--- src/rtl/writeback_stage.sv ---
// ---------------------------------------------------------------------------
// writeback_stage
//
// This is the registered writeback stage between the memory stage and the
// register file. It takes one retiring instruction per cycle over a
// valid/ready handshake. ALU results and link (PC+4) results are written one
// cycle after acceptance. A load parks the stage in WAIT_MEM until the memory
// read response arrives. The stage then size-selects the response,
// zero- or sign-extends it, and writes it. Writes to ZERO_REG are suppressed.
//
// Ports:
//   clk, reset       rising-edge clock, asynchronous active-high reset
//   in_valid/ready   upstream handshake (ready = stage idle)
//   alu_result       ALU result            (mem_to_reg = 0)
//   incremented_pc   PC+4 for link writes  (mem_to_reg = 2)
//   mem_to_reg       0=ALU, 1=load, 2=PC+4, 3=reserved
//   load_size        0=byte, 1=half, 2=word, 3=dword
//   load_signed      sign-extend load data
//   reg_write, rd    write request and destination register
//   mem_rvalid/rdata memory read response (single-cycle pulse)
//   rf_we/waddr/wdata registered register-file write port
//   busy             waiting on a load response
//   illegal          one-cycle pulse after a reserved mem_to_reg is accepted
// ---------------------------------------------------------------------------
module writeback_stage #(
  parameter int WORD       = 64,
  parameter int REG_ADDR_W = 5,
  parameter int ZERO_REG   = 31
) (
  input  logic                  clk,
  input  logic                  reset,
  input  logic                  in_valid,
  output logic                  in_ready,
  input  logic [WORD-1:0]       alu_result,
  input  logic [WORD-1:0]       incremented_pc,
  input  logic [1:0]            mem_to_reg,
  input  logic [1:0]            load_size,
  input  logic                  load_signed,
  input  logic                  reg_write,
  input  logic [REG_ADDR_W-1:0] rd,
  input  logic                  mem_rvalid,
  input  logic [WORD-1:0]       mem_rdata,
  output logic                  rf_we,
  output logic [REG_ADDR_W-1:0] rf_waddr,
  output logic [WORD-1:0]       rf_wdata,
  output logic                  busy,
  output logic                  illegal
);

  localparam logic [0:0] IDLE     = 1'b0;
  localparam logic [0:0] WAIT_MEM = 1'b1;

  localparam logic [1:0] SRC_ALU  = 2'd0;
  localparam logic [1:0] SRC_LOAD = 2'd1;
  localparam logic [1:0] SRC_LINK = 2'd2;

  localparam logic [REG_ADDR_W-1:0] ZERO_IDX = REG_ADDR_W'(ZERO_REG);

  logic [0:0]            state_reg;
  logic                  ld_reg_write_reg;
  logic [REG_ADDR_W-1:0] ld_rd_reg;
  logic [1:0]            ld_size_reg;
  logic                  ld_signed_reg;

  logic                  rf_we_reg;
  logic [REG_ADDR_W-1:0] rf_waddr_reg;
  logic [WORD-1:0]       rf_wdata_reg;
  logic                  illegal_reg;

  logic                  accept;
  logic [WORD-1:0]       load_ext;
  logic [WORD-1:0]       word_ext;

  // Ready depends only on the state register. This keeps the handshake free
  // of combinational paths from in_valid.
  assign in_ready = (state_reg == IDLE);
  assign busy     = (state_reg == WAIT_MEM);
  assign accept   = in_valid && in_ready;

  assign rf_we    = rf_we_reg;
  assign rf_waddr = rf_waddr_reg;
  assign rf_wdata = rf_wdata_reg;
  assign illegal  = illegal_reg;

  // A 32-bit word load only needs extending on a 64-bit datapath. On a
  // 32-bit datapath it is already the full word.
  generate
    if (WORD > 32) begin : g_word_wide
      assign word_ext = {{(WORD-32){ld_signed_reg & mem_rdata[31]}}, mem_rdata[31:0]};
    end else begin : g_word_narrow
      assign word_ext = mem_rdata;
    end
  endgenerate

  always_comb begin
    load_ext = mem_rdata;
    case (ld_size_reg)
      2'd0:    load_ext = {{(WORD-8){ld_signed_reg & mem_rdata[7]}}, mem_rdata[7:0]};
      2'd1:    load_ext = {{(WORD-16){ld_signed_reg & mem_rdata[15]}}, mem_rdata[15:0]};
      2'd2:    load_ext = word_ext;
      default: load_ext = mem_rdata;
    endcase
  end

  always_ff @(posedge clk or posedge reset) begin
    if (reset) begin
      state_reg        <= IDLE;
      ld_reg_write_reg <= 1'b0;
      ld_rd_reg        <= '0;
      ld_size_reg      <= 2'd0;
      ld_signed_reg    <= 1'b0;
      rf_we_reg        <= 1'b0;
      rf_waddr_reg     <= '0;
      rf_wdata_reg     <= '0;
      illegal_reg      <= 1'b0;
    end else begin
      // Both the write enable and the illegal flag are single-cycle pulses.
      rf_we_reg   <= 1'b0;
      illegal_reg <= 1'b0;
      case (state_reg)
        IDLE: begin
          if (accept) begin
            case (mem_to_reg)
              SRC_ALU, SRC_LINK: begin
                rf_we_reg    <= reg_write && (rd != ZERO_IDX);
                rf_waddr_reg <= rd;
                rf_wdata_reg <= (mem_to_reg == SRC_LINK) ? incremented_pc : alu_result;
              end
              SRC_LOAD: begin
                ld_reg_write_reg <= reg_write;
                ld_rd_reg        <= rd;
                ld_size_reg      <= load_size;
                ld_signed_reg    <= load_signed;
                state_reg        <= WAIT_MEM;
              end
              default: begin
                illegal_reg <= 1'b1;
              end
            endcase
          end
          // A mem_rvalid seen here is a stale response and is ignored.
        end
        WAIT_MEM: begin
          if (mem_rvalid) begin
            rf_we_reg    <= ld_reg_write_reg && (ld_rd_reg != ZERO_IDX);
            rf_waddr_reg <= ld_rd_reg;
            rf_wdata_reg <= load_ext;
            state_reg    <= IDLE;
          end
        end
        default: state_reg <= IDLE;
      endcase
    end
  end

endmodule

--- config.mk ---
export PLATFORM = sky130hd
export DESIGN_NAME = writeback_stage
export DESIGN_NICKNAME = d
export VERILOG_FILES = /design/src/rtl/writeback_stage.sv
export SDC_FILE = /design/constraint.sdc
export NUM_CORES = 1
export LEC_CHECK = 0
export CORE_UTILIZATION = 36
export CTS_CLUSTER_SIZE = 12
export DETAILED_ROUTE_END_ITERATION = 8
export PLACE_DENSITY = 0.77
export SLEW_MARGIN = 15
export SYNTH_ARGS = -nofsm -noshare
export SYNTH_HDL_FRONTEND = slang
export SYNTH_SLANG_ARGS = --single-unit
--- constraint.sdc ---
create_clock -name clk -period 2.1 [get_ports clk]
set_input_delay 0.21 -clock clk [delete_from_list [all_inputs] [get_ports clk]]
set_output_delay 0.21 -clock clk [all_outputs]
set_load 0.03 [all_outputs]
=== Yosys cells after proc, flatten, opt, wreduce, memory -nomap -nowiden ===
Index checks and enable logic that the tools add are counted.
Widths: inputs -> output; s select.

* Memories kept: 0
* Memory bits (writable): 0
* Output and inout port bits: 73
* Memory bits (read-only): 0
* Bits in latches: 0
* Flip-flop bits (word level): 81

* Div/mod/pow operators: 0
* Multiply operators: 0
* Shift operators: 0
* Equality and inequality tests: 9
* Add/subtract/negate cells: 0
* Reduce and logical (&&, ||, !) cells: 9
* Bitwise logic cells: 4
* Muxes and demuxes: 21
* Magnitude comparators: 0

{| class="wikitable"
|+ Operator list
! operator !! number
|-
| $mux 64 || 4
|-
| $pmux 64 s3 || 1
|-
| $pmux 64 s2 || 1
|-
| $mux 5 || 3
|-
| $ne 5x5->1 const B || 2
|-
| $pmux 5 s2 || 1
|-
| $mux 1 || 9
|-
| $reduce_and 3->1 || 2
|-
| $eq 2x1->1 const B || 2
|-
| $eq 2x2->1 const B || 2
|-
| $logic_not 2->1 || 2
|-
| $ne 2x1->1 const B || 2
|-
| $pmux 1 s2 || 2
|-
| $and 1x1->1 || 3
|-
| $logic_and 1x1->1 || 3
|-
| $reduce_or 3->1 || 1
|-
| $ne 2x2->1 const B || 1
|-
| $reduce_or 2->1 || 1
|-
| $not 1->1 || 1
|}

=== Logic depth before layout (Yosys ltp) ===
* Word-level depth: 5
* Gate-level depth with buffers: 7
* Mapped depth without buffers: 3

=== Least setup slack after synthesis ===
No wires, ideal clock.

* Path type: register to register
* Start point: reg state_reg (netlist: busy)
* End point: reg rf_wdata_reg[0] (netlist: rf_wdata[0])
* Data required time: 2005 ps
* Buffers on the path: 4
* Cell stages (with the launch flop): 8
* Slack: 253 ps
* Period minus slack after synthesis: 1847 ps
* Arrival time: 1751 ps
* Cell sequence: dfrtp_1 or3b_1 buf_2 and2_1 buf_6 buf_6 buf_6 o31ai_1

* Cells in the longest elaborated chain, start to end: 4
* Elaborated cells between the ends (all ways): 7
* Those cells by class: 3 x eq/ne; 1 x mux; 1 x bitwise; 2 x reduce/logical

{| class="wikitable"
|+ RTL lines
! what !! line !! text
|-
| from (decl) || 59 || <nowiki>logic [0:0] state_reg;</nowiki>
|-
| from (signal assigned) || 107 || <nowiki>state_reg <= IDLE;</nowiki>
|-
| from (signal assigned) || 134 || <nowiki>state_reg <= WAIT_MEM;</nowiki>
|-
| from (signal assigned) || 148 || <nowiki>state_reg <= IDLE;</nowiki>
|-
| $not 1->1 (no source line) || -- ||
|-
| $logic_and 1x1->1 || 78 || <nowiki>assign accept = in_valid && in_ready;</nowiki>
|-
| $ne 2x1->1 (no source line) || -- ||
|-
| $reduce_and 3->1 (no source line) || -- ||
|-
| to (signal assigned) || 127 || <nowiki>rf_wdata_reg <= (mem_to_reg == SRC_LINK) ? incremented_pc : alu_result;</nowiki>
|-
| to (signal assigned) || 147 || <nowiki>rf_wdata_reg <= load_ext;</nowiki>
|-
| to (decl) || 67 || <nowiki>logic [WORD-1:0] rf_wdata_reg;</nowiki>
|}

Parallel ways exist; a longest one is shown, timed or not.
A chain may end at the register's enable or synchronous reset.

=== Worst setup path after layout ===
* Start point: reg state_reg (netlist: busy)
* End point: out busy

{| class="wikitable"
|+ RTL lines
! what !! line !! text
|-
| to (decl) || 46 || <nowiki>output logic busy,</nowiki>
|}

No word-level cell between the ends.

==> flow_metrics.env <==
export IMPL_status="finished clean"
export IMPL_r2r_start="busy"
export IMPL_cts_hold_buf=0
export IMPL_dieArea_mm2=0.01528
export IMPL_overflow=0
export IMPL_worst_slack_ns=0.08057
export IMPL_rows=44
export IMPL_clock_sinks=81
export IMPL_wl_per_cell_um=20.04
export IMPL_drtPass1Iterations=8
export IMPL_die_x_um=123.6
export IMPL_drt_iter0_drc=488
export IMPL_die_y_um=123.6
export IMPL_max_vdd_ir_drop_mv=0.3831
export IMPL_fin_area_mm2=0.008602
export IMPL_cp_startpoint="busy"
export IMPL_cts_buffers_inserted=9
export IMPL_rsz0062_at_grt="no"
export IMPL_clk_pin_slew_worst_paths_ns=0.06
export IMPL_grt_max_degree=82
export IMPL_min_period_over_period_pct=96.16
export IMPL_diodes=0
export IMPL_cp_end_kind="output pin"
export IMPL_cts_max_path_buffers=2
export IMPL_fmax_ghz=0.4952
export IMPL_nFillCells=1254
export IMPL_grt_pass1_vias=5843
export IMPL_fin_nets=1006
export IMPL_crit_fanout=75
export IMPL_core_mm2=0.01448
export IMPL_seq_area_frac_synth_pct=38.08
export IMPL_ys_types=31
export IMPL_regArea_mm2=0.002029
export IMPL_swShare_pct=36.21
export IMPL_ys_warnings_count=0
export IMPL_synthFlopType="dfrtp_1"
export IMPL_gp_congestion=0.8678
export IMPL_syn_area_mm2=0.005323
export IMPL_cp_required_ns=1.89
export IMPL_critPathLaunchType="flop"
export IMPL_grt_first_pass_wirelength_um=29760
export IMPL_seqPwrFrac_pct=30.7
export IMPL_routed_wirelength_um=19800
export IMPL_skew_ns=0.007993
export IMPL_insertion_delay_ns=0.33
export IMPL_num_vias=5941
export IMPL_power_density_mw_per_mm2=821.8
export IMPL_crit_arrival_ns=1.81
export IMPL_synthArstFlopShare_pct=100.0
export IMPL_hold_path_class="primary input to asynchronous set/reset pin"
export IMPL_via_per_inst=6.013
export IMPL_fin_crit_ns=2.019
export IMPL_io_buffer_count=279
export IMPL_io_pins=280
export IMPL_p_int_mw=4.510
export IMPL_syn_num_nets=777
export IMPL_ant_nets=0
export IMPL_slew_violations=0
export IMPL_drive_gt1_share_pct=7.711
export IMPL_largest_reg_flops=64
export IMPL_crit_type="flop to output pin"
export IMPL_slew_headroom_pct=50.69
export IMPL_setup_violations=0
export IMPL_post_cts_setup_buffers=0
export IMPL_placed_area_mm2=0.008249
export IMPL_syn_to_final_growth_pct=61.61
export IMPL_worst_slew_pin_slew_ns=0.7396
export IMPL_hpwl_um=13980
export IMPL_max_cap_viol_count=0
export IMPL_hold_viol_final=0
export IMPL_synth_seq_cells=81
export IMPL_initial_utilization_pct=36.76
export IMPL_synth_edf_count=0
export IMPL_multi_input_area_mm2=0.002968
export IMPL_tritoncts="built"
export IMPL_htree_levels=3
export IMPL_place_ws_ns=0.01613
export IMPL_fin_tns_setup_ns=0
export IMPL_switchingPower_mw=2.560
export IMPL_grt_usage_pct=25.41
export IMPL_leakage_nw=3.619
export IMPL_clockPowerShare_pct=25.6
export IMPL_syn_avg_cell_area_um2=9.338
export IMPL_netlist_instances=570
export IMPL_drc=0
export IMPL_antenna_found_initial=0
export IMPL_clockRootBuffer="clkbuf_16"
export IMPL_p_comb_share_pct=43.6
## metrics by stage
| step | power [mW] | utilization (%) | hold slack (ns) | instances |
|---|---|---|---|---|
| after detailed placement | 5.265 | 56.97 | 0.4866 | 972 |
| final | 7.069 | 59.41 | 0.3273 | 988 |
| after floorplan | 3.820 | - | 0.2954 | 570 |
| after global placement | 5.183 | 56.97 | 0.4806 | 972 |
| after global routing | 7.389 | 59.41 | 0.4029 | 988 |
| after CTS | 7.101 | 59.39 | 0.3790 | 988 |
## area by class of cell
cell class | instances | share of cell area [%]
Tap cell | 184 | 2.676
Clock buffer | 11 | 2.822
Timing Repair Buffer | 302 | 35.08
Sequential cell | 81 | 23.59
Clock inverter | 5 | 1.193
Multi-Input combinational cell | 403 | 34.50
Inverter | 2 | 0.1309
## logic make-up (layout without fill, tap and decap cells)
kind of cell           after synthesis  after routing  share of synthesized area (%)
AND/OR/NAND/NOR                    195            195                          24.07
flip-flops                          81             81                          38.08
AO/OA/AOI/OAI                      192            192                          28.00
multiplexers                        16             16                          3.268
buffers and inverters               86            320                          6.582
## final timing paths
check                      slack [ns]      endpoint  cells after the start
setup / recovery                 0.08          busy                      2
hold / removal                   0.33  rf_wdata[54]                      3
setup reg to reg                 0.21  rf_wdata[36]                      4
hold reg to reg                  0.49  rf_wdata[46]                      2
max in group asynchronous        1.35          busy                      3
min in group clk                 0.48   rf_wdata[5]                      3
## synthesized netlist by cell type, types with 2 or more instances
| cell type | number | share of area, % |
|---|---|---|
| nor3_1 | 8 | 0.75 |
| o31ai_1 | 64 | 9.0 |
| mux2_2 | 11 | 2.3 |
| mux2i_1 | 5 | 0.94 |
| nor4bb_1 | 2 | 0.38 |
| nor2b_1 | 2 | 0.24 |
| dfrtp_1 | 81 | 38 |
| a221oi_1 | 16 | 2.6 |
| nor2_1 | 8 | 0.56 |
| and3b_1 | 64 | 11 |
| buf_2 | 4 | 0.38 |
| clkbuf_1 | 74 | 5.2 |
| inv_1 | 2 | 0.14 |
| buf_6 | 3 | 0.63 |
| buf_1 | 3 | 0.21 |
| and3_1 | 34 | 4.0 |
| o21a_1 | 8 | 1.1 |
| a2111oi_0 | 32 | 5.3 |
| o21ai_0 | 5 | 0.47 |
| a211oi_1 | 64 | 9.0 |
| nand3_1 | 70 | 6.6 |
## per-layer routing
layer | wire length (um) | track usage (%) | share of wire [%]
met3 | 1578 | 4.945 | 8.0
met2 | 9950 | 44.51 | 50
met5 | 0 | 0 | 0
met4 | 620 | 10.09 | 3.1
met1 | 7648 | 30.46 | 39
## power groups by stage
stage / sequential, mW / clock, mW / combinational, mW
after CTS: 2.17 / 1.84 / 3.09
after floorplan: 2.80 / 0 / 1.02
after detailed placement: 2.19 / 0 / 3.08
after global routing: 2.21 / 1.90 / 3.28
final: 2.17 / 1.81 / 3.09
after global placement: 2.18 / 0 / 3.00
## critical path, stage by stage (launching register included)
cell,delay (ns)
dfrtp_2,0.39
buf_12,0.32
clkdlybuf4s50_1,0.75
## layout by cell type, fill, tap and decap left out, types with 2 or more instances in the layout
cell type / n
clkbuf_16: 9
o21a_1: 8
o31ai_1: 64
nor2_1: 8
and3b_1: 64
nand3_1: 70
mux2_2: 11
buf_12: 5
o21ai_0: 5
buf_2: 2
a2111oi_0: 32
bufinv_16: 3
and3_1: 34
buf_4: 18
nor3_1: 8
clkdlybuf4s50_1: 277
a221oi_1: 16
dfrtp_1: 79
clkinvlp_4: 2
a211oi_1: 64
mux2i_1: 5
dfrtp_2: 2
## what timing repair did
action,4_1_cts,5_1_grt
pin swaps,0,0
gates resized for setup,1,1
setup endpoints to repair,2,1
Power figures use the tool's default switching activity.
